**config.mk**
```make
export PLATFORM = sky130hd
export DESIGN_NAME = da_hazard_scoreboard
export DESIGN_NICKNAME = d
export VERILOG_FILES = /design/src/rtl/pipe_pkg.sv /design/src/rtl/sb_counter.sv /design/src/rtl/da_hazard_scoreboard.sv
export SDC_FILE = /design/constraint.sdc
export NUM_CORES = 1
export LEC_CHECK = 0
export ABC_CLOCK_PERIOD_IN_PS = 3550
export CAP_MARGIN = 10
export CORE_MARGIN = 2
export CORE_UTILIZATION = 55
export DETAILED_ROUTE_END_ITERATION = 16
export GPL_TIMING_DRIVEN = 0
export PLACE_DENSITY = 0.79
export SETUP_SLACK_MARGIN = 0.15
export SYNTH_ARGS = -nofsm -noshare
export SYNTH_HDL_FRONTEND = slang
export SYNTH_SLANG_ARGS = --single-unit
export TNS_END_PERCENT = 30
```
**constraint.sdc**
```tcl
create_clock -name clk -period 3.55 [get_ports clk]
set_input_delay 0.8875 -clock clk [delete_from_list [all_inputs] [get_ports clk]]
set_output_delay 0.8875 -clock clk [all_outputs]
set_load 0.05 [all_outputs]
```
**src/rtl/pipe_pkg.sv**
```systemverilog
// Shared pipeline constants for the decode->ALU hazard scoreboard.
// Defaults: 32 architectural registers, loads forwardable one cycle after
// issue, ALU results forwardable immediately.
package pipe_pkg;

  localparam int REG_W    = 5;
  localparam int NUM_REGS = 2 ** REG_W;
  localparam int LOAD_LAT = 1;
  localparam int ALU_LAT  = 0;

  // Countdown width able to hold the longest latency; never narrower than 1 bit.
  function automatic int cnt_width(input int lat);
    return (lat < 1) ? 1 : $clog2(lat + 1);
  endfunction

  localparam int CW = cnt_width(LOAD_LAT);

  typedef logic [REG_W-1:0] reg_idx_t;

endpackage

```
**src/rtl/sb_counter.sv**
```systemverilog
// One scoreboard entry: countdown of cycles until a pending register write
// becomes forwardable. busy is high while the count is nonzero.
module sb_counter
  import pipe_pkg::*;
#(
  parameter int CNT_W = CW
) (
  input  logic             clk,
  input  logic             reset,
  input  logic             freeze,
  input  logic             set,
  input  logic [CNT_W-1:0] set_val,
  output logic             busy
);

  logic [CNT_W-1:0] cnt_q, cnt_d;

  // Next count: hold on freeze, a new write overrides the decrement.
  always_comb begin
    // NOTE: combinational blocks use blocking '=' and assign a default first,
    // so every path drives cnt_d and no latch is inferred.
    cnt_d = cnt_q;
    if (!freeze) begin
      if (set) begin
        cnt_d = set_val;
      end else if (cnt_q != '0) begin
        cnt_d = cnt_q - CNT_W'(1);
      end
    end
  end

  // Count register with asynchronous clear.
  always_ff @(posedge clk or posedge reset) begin
    // NOTE: sequential state uses non-blocking '<='; every scoreboard entry is
    // cleared by reset because a stale count would stall after reset.
    if (reset) begin
      cnt_q <= '0;
    end else begin
      cnt_q <= cnt_d;
    end
  end

  assign busy = (cnt_q != '0);

endmodule

```
**src/rtl/da_hazard_scoreboard.sv**
```systemverilog
// Decode->ALU hazard scoreboard: tracks in-flight register writes, stalls
// decode on uncovered read-after-write and drives the D->A bubble input.
// Optional statistics (stall_cycles, load_use_events) with HAZARD_STATS_EN.
module da_hazard_scoreboard
  import pipe_pkg::*;
#(
  parameter int NUM_REGS = pipe_pkg::NUM_REGS,
  parameter int REG_W    = pipe_pkg::REG_W,
  parameter int LOAD_LAT = pipe_pkg::LOAD_LAT,
  parameter int ALU_LAT  = pipe_pkg::ALU_LAT
) (
  input  logic             clk,
  input  logic             reset,
  input  logic             D_valid,
  input  logic [REG_W-1:0] D_srcA,
  input  logic [REG_W-1:0] D_srcB,
  input  logic             D_useA,
  input  logic             D_useB,
  input  logic [REG_W-1:0] D_regDst,
  input  logic             D_RF_wrd,
  input  logic             D_isLoad,
  input  logic             A_flush,
  input  logic             freeze,
  output logic             D_stall,
  output logic             A_bubble
`ifdef HAZARD_STATS_EN
  ,
  output logic [31:0]      stall_cycles,
  output logic [31:0]      load_use_events
`endif
);

  localparam int CNT_W = cnt_width(LOAD_LAT);

  logic [NUM_REGS-1:0] busy;
  logic                src_a_busy;
  logic                src_b_busy;
  logic                hazard;
  logic                issue;
  logic                wr_en;
  logic [CNT_W-1:0]    set_val;

  // r0 is hardwired zero and never pending.
  assign busy[0] = 1'b0;

  for (genvar r = 1; r < NUM_REGS; r++) begin : g_cnt
    sb_counter #(.CNT_W(CNT_W)) u_cnt (
      .clk     (clk),
      .reset   (reset),
      .freeze  (freeze),
      .set     (wr_en & (D_regDst == REG_W'(r))),
      .set_val (set_val),
      .busy    (busy[r])
    );
  end

  // Source read muxes, hazard detection and issue qualification; the counters
  // are looked up before this instruction's own write lands.
  always_comb begin
    src_a_busy = D_useA & (D_srcA != '0) & busy[D_srcA];
    src_b_busy = D_useB & (D_srcB != '0) & busy[D_srcB];
    hazard     = D_valid & (src_a_busy | src_b_busy);
    D_stall    = hazard & ~A_flush;
    A_bubble   = reset | ~D_valid | hazard | A_flush;
    issue      = D_valid & ~hazard & ~A_flush & ~freeze;
    wr_en      = issue & D_RF_wrd & (D_regDst != '0);
    set_val    = D_isLoad ? CNT_W'(LOAD_LAT) : CNT_W'(ALU_LAT);
  end

`ifdef HAZARD_STATS_EN
  logic [31:0]         stall_cycles_q, stall_cycles_d;
  logic [31:0]         load_use_events_q, load_use_events_d;
  logic [NUM_REGS-1:0] is_load_q, is_load_d;
  logic                stall_prev_q, stall_prev_d;
  logic                load_block;

  // Remember which pending writes came from loads and update saturating counters.
  always_comb begin
    is_load_d = is_load_q;
    if (wr_en) begin
      is_load_d[D_regDst] = D_isLoad;
    end
    load_block   = (src_a_busy & is_load_q[D_srcA]) | (src_b_busy & is_load_q[D_srcB]);
    stall_prev_d = D_stall;

    stall_cycles_d = stall_cycles_q;
    if (D_stall && !freeze && stall_cycles_q != '1) begin
      stall_cycles_d = stall_cycles_q + 32'd1;
    end

    load_use_events_d = load_use_events_q;
    if (D_stall && !stall_prev_q && load_block && load_use_events_q != '1) begin
      load_use_events_d = load_use_events_q + 32'd1;
    end
  end

  // Statistics registers.
  always_ff @(posedge clk or posedge reset) begin
    if (reset) begin
      stall_cycles_q    <= '0;
      load_use_events_q <= '0;
      is_load_q         <= '0;
      stall_prev_q      <= 1'b0;
    end else begin
      stall_cycles_q    <= stall_cycles_d;
      load_use_events_q <= load_use_events_d;
      is_load_q         <= is_load_d;
      stall_prev_q      <= stall_prev_d;
    end
  end

  assign stall_cycles    = stall_cycles_q;
  assign load_use_events = load_use_events_q;
`endif

endmodule

```
==> impl_metrics.py <==
metrics = {
    "run_status": {
        "outcome": "complete, but fails checks",
        "violations": "setup timing",
    },
    "cells_and_area": {
        "fin_nets": 279,
        "n_antenna_cell": 0,
        "final_cell_mix": "45 x nand2_1, 31 x dfrtp_1, 16 x nand3_1, 16 x o21ai_0, 15 x o21ai_1",
        "layout-drive-gt1-share_pct": 20.7,
        "area_growth_pct": 25.0,
        "fin_cells": 302,
        "largest_register_ffs": 31,
        "final_common_cell": "nand2_1",
        "fin_area_mm2": 0.00252,
    },
    "routing": {
        "drtIter0Drc": 127,
        "vias_per_cell": 6.15,
        "wl_met1_um": 2320,
        "num_vias": 1856,
        "wl_per_cell_um": 17.8,
        "antenna_left": 0,
        "drt_pass1_iterations": 4,
        "dr_wl_met2_um": 2560,
        "wl_met3_um": 369,
        "top_layer": "met4",
        "drc": 0,
        "drt-total-wl_um": 5380,
    },
    "setup_path": {
        "worst_ep_required_time_ns": 2.66,
        "path_class": "input port to primary output",
        "ff2ff_setup_slack_ns": 1.13,
        "critPathLaunchType": "input port",
        "cp-end-kind": "primary output",
        "arrival_ns": 2.68,
        "cp_max_fo": 6,
    },
    "placed_design": {
        "dp_cells": 281,
        "placed_cell_area_mm2": 0.00226,
        "port_buffers": 18,
        "place.gp.congestion": 0.914,
        "dpl.hpwl_um": 3680,
    },
    "hold_path": {
        "hold_class": "flop to flop",
    },
    "timing": {
        "relSlewSlack_pct": 40.3,
        "worstMarginPinSlew_ns": 0.888,
        "finalSetupViolations": 1,
        "fin_crit_ns": 3.57,
        "hold_viol_final": 0,
        "slew_violations": 0,
        "rsz0062_at_grt": "true",
        "period_share_pct": 101,
        "skew_ns": 0.00326,
        "fmax_ghz": 0.280,
        "tns_ns": -0.0217,
        "setup_ws_ns": -0.0217,
    },
    "floorplan": {
        "die_w_um": 64.5,
        "num_rows": 21,
        "initial_core_util_pct": 58.9,
        "die_h_um": 64.5,
        "fp.dieArea_mm2": 0.00416,
        "core_mm2": 0.00342,
        "io_pins": 26,
    },
    "grt": {
        "antenna_found_initial": 0,
        "grt-ovfl-total": 0,
        "grt_pass1_wl_um": 8700,
        "grt_max_degree": 32,
        "grt_pass1_vias": 1764,
        "grt_usage_pct": 28.2,
    },
    "cts": {
        "cts_max_path_buffers": 2,
        "cts_buffers": 5,
        "clockRootBuffer": "clkbuf_4",
        "htree_levels": 2,
        "cts_num_sinks": 31,
        "clk_latency_ns": 0.33,
        "cts_tree": "built",
        "path_clk_slew_ns": 0.09,
    },
    "synth": {
        "syn_inst": 217,
        "syn_area_mm2": 0.00201,
        "yosysUniqueCellTypes": 32,
        "syn_area_per_cell_um2": 9.28,
        "yosysSeqAreaShare_pct": 38.5,
        "synth_warnings": 0,
        "syn_nets": 241,
        "ys_seq_elements": 31,
    },
    "power_and_ir_drop": {
        "p_per_area_mw_per_mm2": 289,
        "leakage_nw": 1.00,
        "ir_worst_vdd_v": 0.000225,
    },
    "job": {
        "cap_violations": 0,
    },
}
## area by class of cell
cell class | instances | area [um2]
Fill cell | 253 | 900
Sequential cell | 31 | 776
Inverter | 2 | 7.51
Tap cell | 46 | 57.6
Multi-Input combinational cell | 166 | 1140
Buffer | 18 | 131
Clock buffer | 8 | 68.8
Timing Repair Buffer | 31 | 330
## path summary, 6_finish.rpt
path / from / to / cells past startpoint
worst max-delay path: D_srcB[1] / A_bubble / 6
worst min-delay path: g_cnt[21].u_cnt.busy / g_cnt[21].u_cnt.busy / 2
worst max register to register: g_cnt[9].u_cnt.busy / g_cnt[15].u_cnt.busy / 9
worst min register to register: g_cnt[21].u_cnt.busy / g_cnt[21].u_cnt.busy / 2
max in group asynchronous: reset / g_cnt[4].u_cnt.busy / 3
min in group asynchronous: reset / g_cnt[9].u_cnt.busy / 2
## metal layers
metal / GRT usage, % / vias up
li1: - / 872
met1: 39.2 / 894
met2: 43.5 / 77
met3: 5.38 / 13
met4: 12.5 / 0
met5: 0 / -
## power by group
group | internal [mW] | leakage (nW) | switching [mW]
Clock | 0.116 | 0.0386 | 0.119
Combinational | 0.0651 | 0.529 | 0.0720
Sequential | 0.353 | 0.433 | 0.000590
Total | 0.535 | 1.00 | 0.192
## cell usage after synthesis, drive strengths merged
| library cell | number | area [um2] |
|---|---|---|
| mux2i | 7 | 70.1 |
| nor2 | 7 | 26.3 |
| nor4b | 1 | 8.76 |
| or4 | 1 | 7.51 |
| a21oi | 2 | 10.0 |
| a31oi | 1 | 6.26 |
| nand2 | 45 | 169 |
| o2111ai | 1 | 8.76 |
| nand4b | 2 | 17.5 |
| clkbuf | 11 | 41.3 |
| nand3b | 4 | 30.0 |
| o221a | 2 | 22.5 |
| nor3 | 2 | 10.0 |
| inv | 2 | 7.51 |
| o31ai | 1 | 7.51 |
| a32o | 1 | 11.3 |
| mux4 | 13 | 293 |
| nor2b | 9 | 56.3 |
| and2 | 2 | 12.5 |
| or3 | 3 | 18.8 |
| nand2b | 1 | 6.26 |
| nor4 | 2 | 12.5 |
| a22oi | 1 | 7.51 |
| dfrtp | 31 | 776 |
| buf | 7 | 65.1 |
| o21ai | 32 | 160 |
| nand3 | 16 | 80.1 |
| nand4 | 9 | 56.3 |
| a221oi | 1 | 15.0 |
## kinds of logic (layout without fill, tap and decap cells)
| group | after synthesis | after routing | synth area share [%] |
|---|---|---|---|
| compound gates | 42 | 42 | 12.4 |
| buf+inv | 20 | 59 | 5.66 |
| flops | 31 | 31 | 38.5 |
| mux | 20 | 20 | 18.0 |
| simple gates | 104 | 104 | 25.4 |
## through the flow
step | worst slack (ns) | utilization [%] | hold WS (ns) | power [mW]
6_report | -0.0217 | 73.7 | 0.527 | 0.727
4_1_cts | -0.0244 | 71.1 | 0.522 | 0.712
3_5_place_dp | -1.18 | 66.1 | 0.500 | 0.472
2_1_floorplan | 0.0556 | - | 0.458 | 0.430
5_1_grt | -0.0434 | 73.7 | 0.563 | 0.756
3_3_place_gp | -1.20 | 66.1 | 0.490 | 0.471
## critical path: stages
cell,delay [ns]
clkdlybuf4s15_1,0.31
mux4_2,0.35
o221a_2,0.31
a32o_2,0.30
or3_4,0.38
buf_8,0.16
## repair_timing
action / 4_1_cts / 5_1_grt
hold buffers: 0 / 0
endpoints found under the setup margin: 2 / 2
resized for setup: 38 / 10
setup buffers: 8 / 3
cloned: 0 / 1
pin swaps: 6 / 8
Power figures use the tool's default switching activity.
